===== config.mk =====
export PLATFORM = sky130hd
export DESIGN_NAME = model_scheduler
export DESIGN_NICKNAME = d
export VERILOG_FILES = /design/src/rtl/model_scheduler.sv
export SDC_FILE = /design/constraint.sdc
export NUM_CORES = 1
export LEC_CHECK = 0
export CELL_PAD_IN_SITES_DETAIL_PLACEMENT = 1
export CELL_PAD_IN_SITES_GLOBAL_PLACEMENT = 2
export CORE_MARGIN = 8
export CORE_UTILIZATION = 34
export DETAILED_ROUTE_END_ITERATION = 8
export GPL_TIMING_DRIVEN = 0
export PLACE_DENSITY_LB_ADDON = 0.08
export SETUP_SLACK_MARGIN = 0.15
export SLEW_MARGIN = 40
export SYNTH_ARGS = -nofsm -noshare
export SYNTH_HDL_FRONTEND = slang
export SYNTH_SLANG_ARGS = --single-unit

===== constraint.sdc =====
create_clock -name clk -period 2.5 [get_ports clk]
set_input_delay 0.75 -clock clk [delete_from_list [all_inputs] [get_ports clk]]
set_output_delay 0.75 -clock clk [all_outputs]
set_load 0.01 [all_outputs]

===== src/rtl/model_scheduler.sv =====
// Frame-level model scheduler: issues one transform-pipeline job per model,
// counts emitted triangles and aborts the frame if the pipeline stops making progress.
`timescale 1ns/1ps
module model_scheduler #(
  parameter int MAX_MODEL_COUNT = 16,
  parameter int TRI_COUNT_WIDTH = 16,
  parameter int TIMEOUT_CYCLES  = 65536,
  localparam int CW = $clog2(MAX_MODEL_COUNT + 1),
  localparam int IW = (MAX_MODEL_COUNT > 1) ? $clog2(MAX_MODEL_COUNT) : 1
) (
  input  logic                       clk,
  input  logic                       rst,
  input  logic                       i_frame_start,
  input  logic [CW-1:0]              i_model_count,
  output logic                       o_busy,
  output logic                       o_frame_done,
  output logic                       o_error,
  output logic [IW-1:0]              o_model_id,
  output logic                       o_tp_start,
  input  logic                       i_tp_ready,
  input  logic                       i_tp_done,
  output logic                       o_tp_next,
  input  logic                       i_raster_ready,
  input  logic                       i_triangle_dv,
  output logic [TRI_COUNT_WIDTH-1:0] o_triangle_count
);

  localparam int WW = $clog2(TIMEOUT_CYCLES + 1);

  typedef enum logic [1:0] {IDLE, ISSUE, RUN, DONE} state_t;

  state_t                     state_reg, state_next;
  logic [CW-1:0]              count_reg, count_next;
  logic [IW-1:0]              model_id_reg, model_id_next;
  logic [TRI_COUNT_WIDTH-1:0] tri_reg, tri_next;
  logic [WW-1:0]              wd_reg, wd_next;
  logic                       error_reg, error_next;
  logic                       tp_start_reg, tp_start_next;
  logic                       frame_done_reg, frame_done_next;
  logic [CW-1:0]              clamped_count;
  logic                       last_model;

  assign clamped_count = (i_model_count > CW'(MAX_MODEL_COUNT)) ? CW'(MAX_MODEL_COUNT) : i_model_count;
  assign last_model    = (CW'(model_id_reg) + CW'(1)) == count_reg;

  always_ff @(posedge clk or posedge rst) begin
    if (rst) begin
      state_reg      <= IDLE;
      count_reg      <= '0;
      model_id_reg   <= '0;
      tri_reg        <= '0;
      wd_reg         <= '0;
      error_reg      <= 1'b0;
      tp_start_reg   <= 1'b0;
      frame_done_reg <= 1'b0;
    end else begin
      state_reg      <= state_next;
      count_reg      <= count_next;
      model_id_reg   <= model_id_next;
      tri_reg        <= tri_next;
      wd_reg         <= wd_next;
      error_reg      <= error_next;
      tp_start_reg   <= tp_start_next;
      frame_done_reg <= frame_done_next;
    end
  end

  always_comb begin
    state_next      = state_reg;
    count_next      = count_reg;
    model_id_next   = model_id_reg;
    tri_next        = tri_reg;
    wd_next         = wd_reg;
    error_next      = error_reg;
    tp_start_next   = 1'b0;
    frame_done_next = 1'b0;
    case (state_reg)
      IDLE: begin
        if (i_frame_start) begin
          count_next    = clamped_count;
          model_id_next = '0;
          tri_next      = '0;
          error_next    = 1'b0;
          wd_next       = '0;
          state_next    = (clamped_count == '0) ? DONE : ISSUE;
        end
      end
      ISSUE: begin
        if (i_tp_ready) begin
          tp_start_next = 1'b1;
          wd_next       = '0;
          state_next    = RUN;
        end
      end
      RUN: begin
        if (i_triangle_dv && (tri_reg != '1))
          tri_next = tri_reg + TRI_COUNT_WIDTH'(1);
        // done wins over a simultaneous triangle and over an expiring watchdog
        if (i_tp_done) begin
          wd_next = '0;
          if (last_model) begin
            state_next = DONE;
          end else begin
            model_id_next = model_id_reg + IW'(1);
            state_next    = ISSUE;
          end
        end else if (i_triangle_dv) begin
          wd_next = '0;
        end else if (i_raster_ready) begin
          // a stalled rasterizer freezes the watchdog
          if (wd_reg == WW'(TIMEOUT_CYCLES - 1)) begin
            error_next = 1'b1;
            state_next = DONE;
          end else begin
            wd_next = wd_reg + WW'(1);
          end
        end
      end
      DONE: begin
        frame_done_next = 1'b1;
        state_next      = IDLE;
      end
      default: state_next = IDLE;
    endcase
  end

  assign o_busy           = (state_reg != IDLE);
  assign o_frame_done     = frame_done_reg;
  assign o_error          = error_reg;
  assign o_model_id       = model_id_reg;
  assign o_tp_start       = tp_start_reg;
  assign o_tp_next        = (state_reg == RUN) && i_raster_ready;
  assign o_triangle_count = tri_reg;

endmodule


==> reports/results.tsv <==
stage	metric	value	unit
run_status	status	finished clean	
floorplanning	Die Wd	104	um
synthesis	top cells by count, synth	dfrtp_1, nand2_1, nor2_1, xor2_1	
setup_path	Setup CP Type	primary input to primary output	
grt	vias in the first global route	2329	
synthesis	Post-synth EDFFs	0	
setup_path	WP buf/inv	2	
grt	initial antenna violation count	0	
route	DRC	0	
grt	total track usage	0.133	
cts	CTS tree	built	
sta	Final min period	2.29	ns
synthesis	Unique masters post-synth	50	
synthesis	Async S/R FF share, synth	1.00	
floorplanning	Starting Density	0.345	
sta	Rel. slew slack	0.549	
placement	DP Cell Count	419	
worst_hold_path	hold wc startpoint	count_reg[1]	
placement	IO Port Bufs	36	
sta	Tcrit/Tclk final	0.916	
route	DR iter-0 viols	45	
synthesis	main flop type after synthesis	dfrtp_1	
placement	Post-DP Area	0.00312	mm2
power_and_ir_drop	Clock power frac	0.238	
cts	Hold Buf Count CTS	0	
cts	clk sinks	47	
synthesis	#FFs+latches synth	47	
setup_path	r2r startpoint	wd_reg[3]	
route	via/cell ratio	5.12	
synthesis	syn avg cell area	9.33	um2
worst_hold_path	worst hold path type	flop to flop	
synthesis	synthesized instance count	280	
sta	RSZ-0062 raised after global routing	false	
synthesis	top cell type's share of synthesized area	0.450	
setup_path	CP max stage delay	0.52	ns
floorplanning	chip height	104	um
route	DRT Pass-1 Iters	4	
synthesis	Synth Cell Area	0.00261	mm2
layout	fin area	0.00332	mm2
placement	post-DP HPWL	5070	um
setup_path	Startpoint Class	primary input	
power_and_ir_drop	PD cells	755	mW/mm2
cts	# H-tree levels	2	
cts	CTS buffer count	5	
sta	setup TNS	0	ns
layout	NumNets Final	343	
power_and_ir_drop	net switching power	0.901	mW
setup_path	Critical path origin	i_raster_ready	
power_and_ir_drop	Reg power frac	0.402	
sta	maximum clock rate	437	MHz
setup_path	Worst EP required	1.75	ns
setup_path	worst-path cell chain	clkdlybuf4s50_1 > and2_1 > clkbuf_2	
grt	largest net degree at the start of global routing	30	
power_and_ir_drop	Peak VDD IR	308	uV
power_and_ir_drop	Pwr Total	2.50	mW
power_and_ir_drop	combinational share of power	0.359	
cts	Max clock buf depth	2	
sta	final setup vio count	0	
layout	area delta synth->final	26.9	%
grt	first-pass GRT wire length	11900	um
synthesis	Post-Syn Nets	296	
synthesis	Yosys warning count	0	
setup_path	Slowest-stage cell, CP	clkdlybuf4s50_1	
setup_path	r2r setup slk	0.31	ns
setup_path	Reg2Reg Depth	10	
sta	Fin. Hold Viols	0	
worst_hold_path	Hold Path End	count_reg[1]	
cts	Clock Pin Slew Worst Setup and Hold Paths	0.09	ns
synthesis	leading area contributor after synthesis	dfrtp_1	
layout	FF/Latch Area	0.00118	mm2
placement	RD Place Congestion	0.737	
floorplanning	I/O pin total	37	
power_and_ir_drop	Switching Fraction	0.360	
layout	number of fill cells	857	
setup_path	CP endpoint kind	primary output	
setup_path	Crit path arrival time	1.54	ns
synthesis	post-synthesis sequential area ratio	0.450	
sta	Clock Skew	0.00710	ns
setup_path	CP Max Fanout	3	
cts	worst skew pair latency	0.31	ns
layout	share of cells above drive strength 1	0.116	
setup_path	kind of cell adding the most delay to the critical path	buffers and inverters	
flow_run	max cap viols	0	
worst_hold_path	Hold Path Depth	2	
route	via count	2201	
power_and_ir_drop	internal power	1.60	mW
grt	grt total ovfl	0	
cts	clk root buf	clkbuf_8	
synthesis	count leader, synth	dfrtp_1	
floorplanning	Die Area	0.0107	mm2
route	routed len/inst	16.1	um
layout	antenna cells	0	
power_and_ir_drop	Leakage	1.41	nW
sta	Slew @ Worst Pin	0.674	ns
layout	Largest register FFs	17	
sta	Pins Over Slew Limit	0	
floorplanning	num rows	32	
route	Post-Route WL	6940	um
layout	Final Instance Count excl. Fillers	430	
layout	Multi-input gate area	0.00138	mm2
floorplanning	Core Area	0.00757	mm2
route	Antenna Nets Post-Route	0	
setup_path	reg-to-reg endpoint	wd_reg[15]	
synthesis	top cells by area, synth	dfrtp_1, xor2_1, nand2_1, nor2_1, xnor2_1	
[per-layer routing]
| layer | track usage | part of all wire | routed length (um) | vias up |
|---|---|---|---|---|
| li1 | - | - | - | 1074 |
| met1 | 0.166 | 0.47 | 3240 | 1096 |
| met2 | 0.224 | 0.49 | 3420 | 23 |
| met3 | 0.0260 | 0.027 | 187 | 8 |
| met4 | 0.0465 | 0.013 | 89 | 0 |
| met5 | 0 | 0 | 0 | - |
[timing repair]
item | 4_1_cts | 5_1_grt
setup buffers | 1 | 2
resized for setup | 8 | 13
pin swaps | 1 | 5
hold endpoints to repair | 0 | 0
endpoints found under the setup margin | 19 | 27
[layout make-up]
| type | instances | share of cell area |
|---|---|---|
| plain buffers | 10 | 0.0204 |
| clock buffers | 6 | 0.0249 |
| clock inverters | 2 | 0.0106 |
| inverters | 11 | 0.0132 |
| multi-input cells | 212 | 0.417 |
| flip-flops and latches | 47 | 0.355 |
| well taps | 102 | 0.0385 |
| repair buffers | 40 | 0.120 |
[tightest hold or removal path, stage by stage, from the launching register on]
cell and delay, ns:
dfrtp_1 0.37, nand2_1 0.06, nand2_1 0.05
[cells in the final DEF (no fill, tap or decap), types with 2 or more instances in the layout]
cell | netlist | final
and2_1 | 2 | 2
nand3_1 | 12 | 12
xor2_1 | 16 | 16
a21oi_1 | 9 | 9
or3_1 | 3 | 3
mux2i_1 | 5 | 5
o21ai_0 | 12 | 12
nor2_1 | 30 | 30
and3_1 | 5 | 5
a211oi_1 | 6 | 5
ha_1 | 4 | 4
nand4_1 | 11 | 11
nor2b_1 | 3 | 3
xnor2_1 | 9 | 9
o21bai_1 | 2 | 2
buf_4 | 2 | 5
nor3b_1 | 3 | 3
nand2_1 | 36 | 36
dfrtp_2 | 0 | 2
nand3b_1 | 7 | 7
a22oi_1 | 3 | 2
clkdlybuf4s50_1 | 0 | 33
o211ai_1 | 2 | 2
nand2b_1 | 3 | 2
nor3_1 | 5 | 4
dfrtp_1 | 47 | 45
inv_1 | 11 | 10
or2_2 | 4 | 4
clkbuf_2 | 0 | 4
clkbuf_8 | 1 | 7
[power groups by stage]
stage,clock (mW),combinational [mW],sequential (mW)
finish,0.596,0.899,1.01
global route,0.640,1.01,1.03
CTS,0.621,0.905,1.01
detailed placement,0,0.885,1.02
global placement,0,0.869,1.01
floorplan,0,0.527,1.01
[per-stage QoR]
step / utilization / setup WS [ns] / hold WS, ns
floorplan: - / 0.411 / 0.459
global placement: 0.410 / -0.555 / 0.475
detailed placement: 0.413 / -0.553 / 0.494
CTS: 0.434 / 0.0831 / 0.513
global route: 0.438 / 0.151 / 0.538
finish: 0.438 / 0.210 / 0.502
[logic make-up after synthesis]
group                    Yosys count  synth area share
adder cells (fa/ha/maj)            4            0.0192
XOR/XNOR                          25            0.0838
multiplexers                       5            0.0192
AO/OA/AOI/OAI                     44             0.114
AND/OR/NAND/NOR                  134             0.276
buffers and inverters             21            0.0378
flip-flops                        47             0.450
[worst max-delay path by stage]
stage | depth (start not counted) | slack (ns) | to
2_1_floorplan | 11 | 0.41 | wd_reg[7]
3_3_place_gp | 7 | -0.55 | wd_reg[9]
3_5_place_dp | 7 | -0.55 | wd_reg[7]
4_1_cts | 3 | 0.08 | o_tp_next
5_1_grt | 6 | 0.15 | wd_reg[14]
6_report | 3 | 0.21 | o_tp_next
Note: power is estimated with default switching activity, not from simulation.
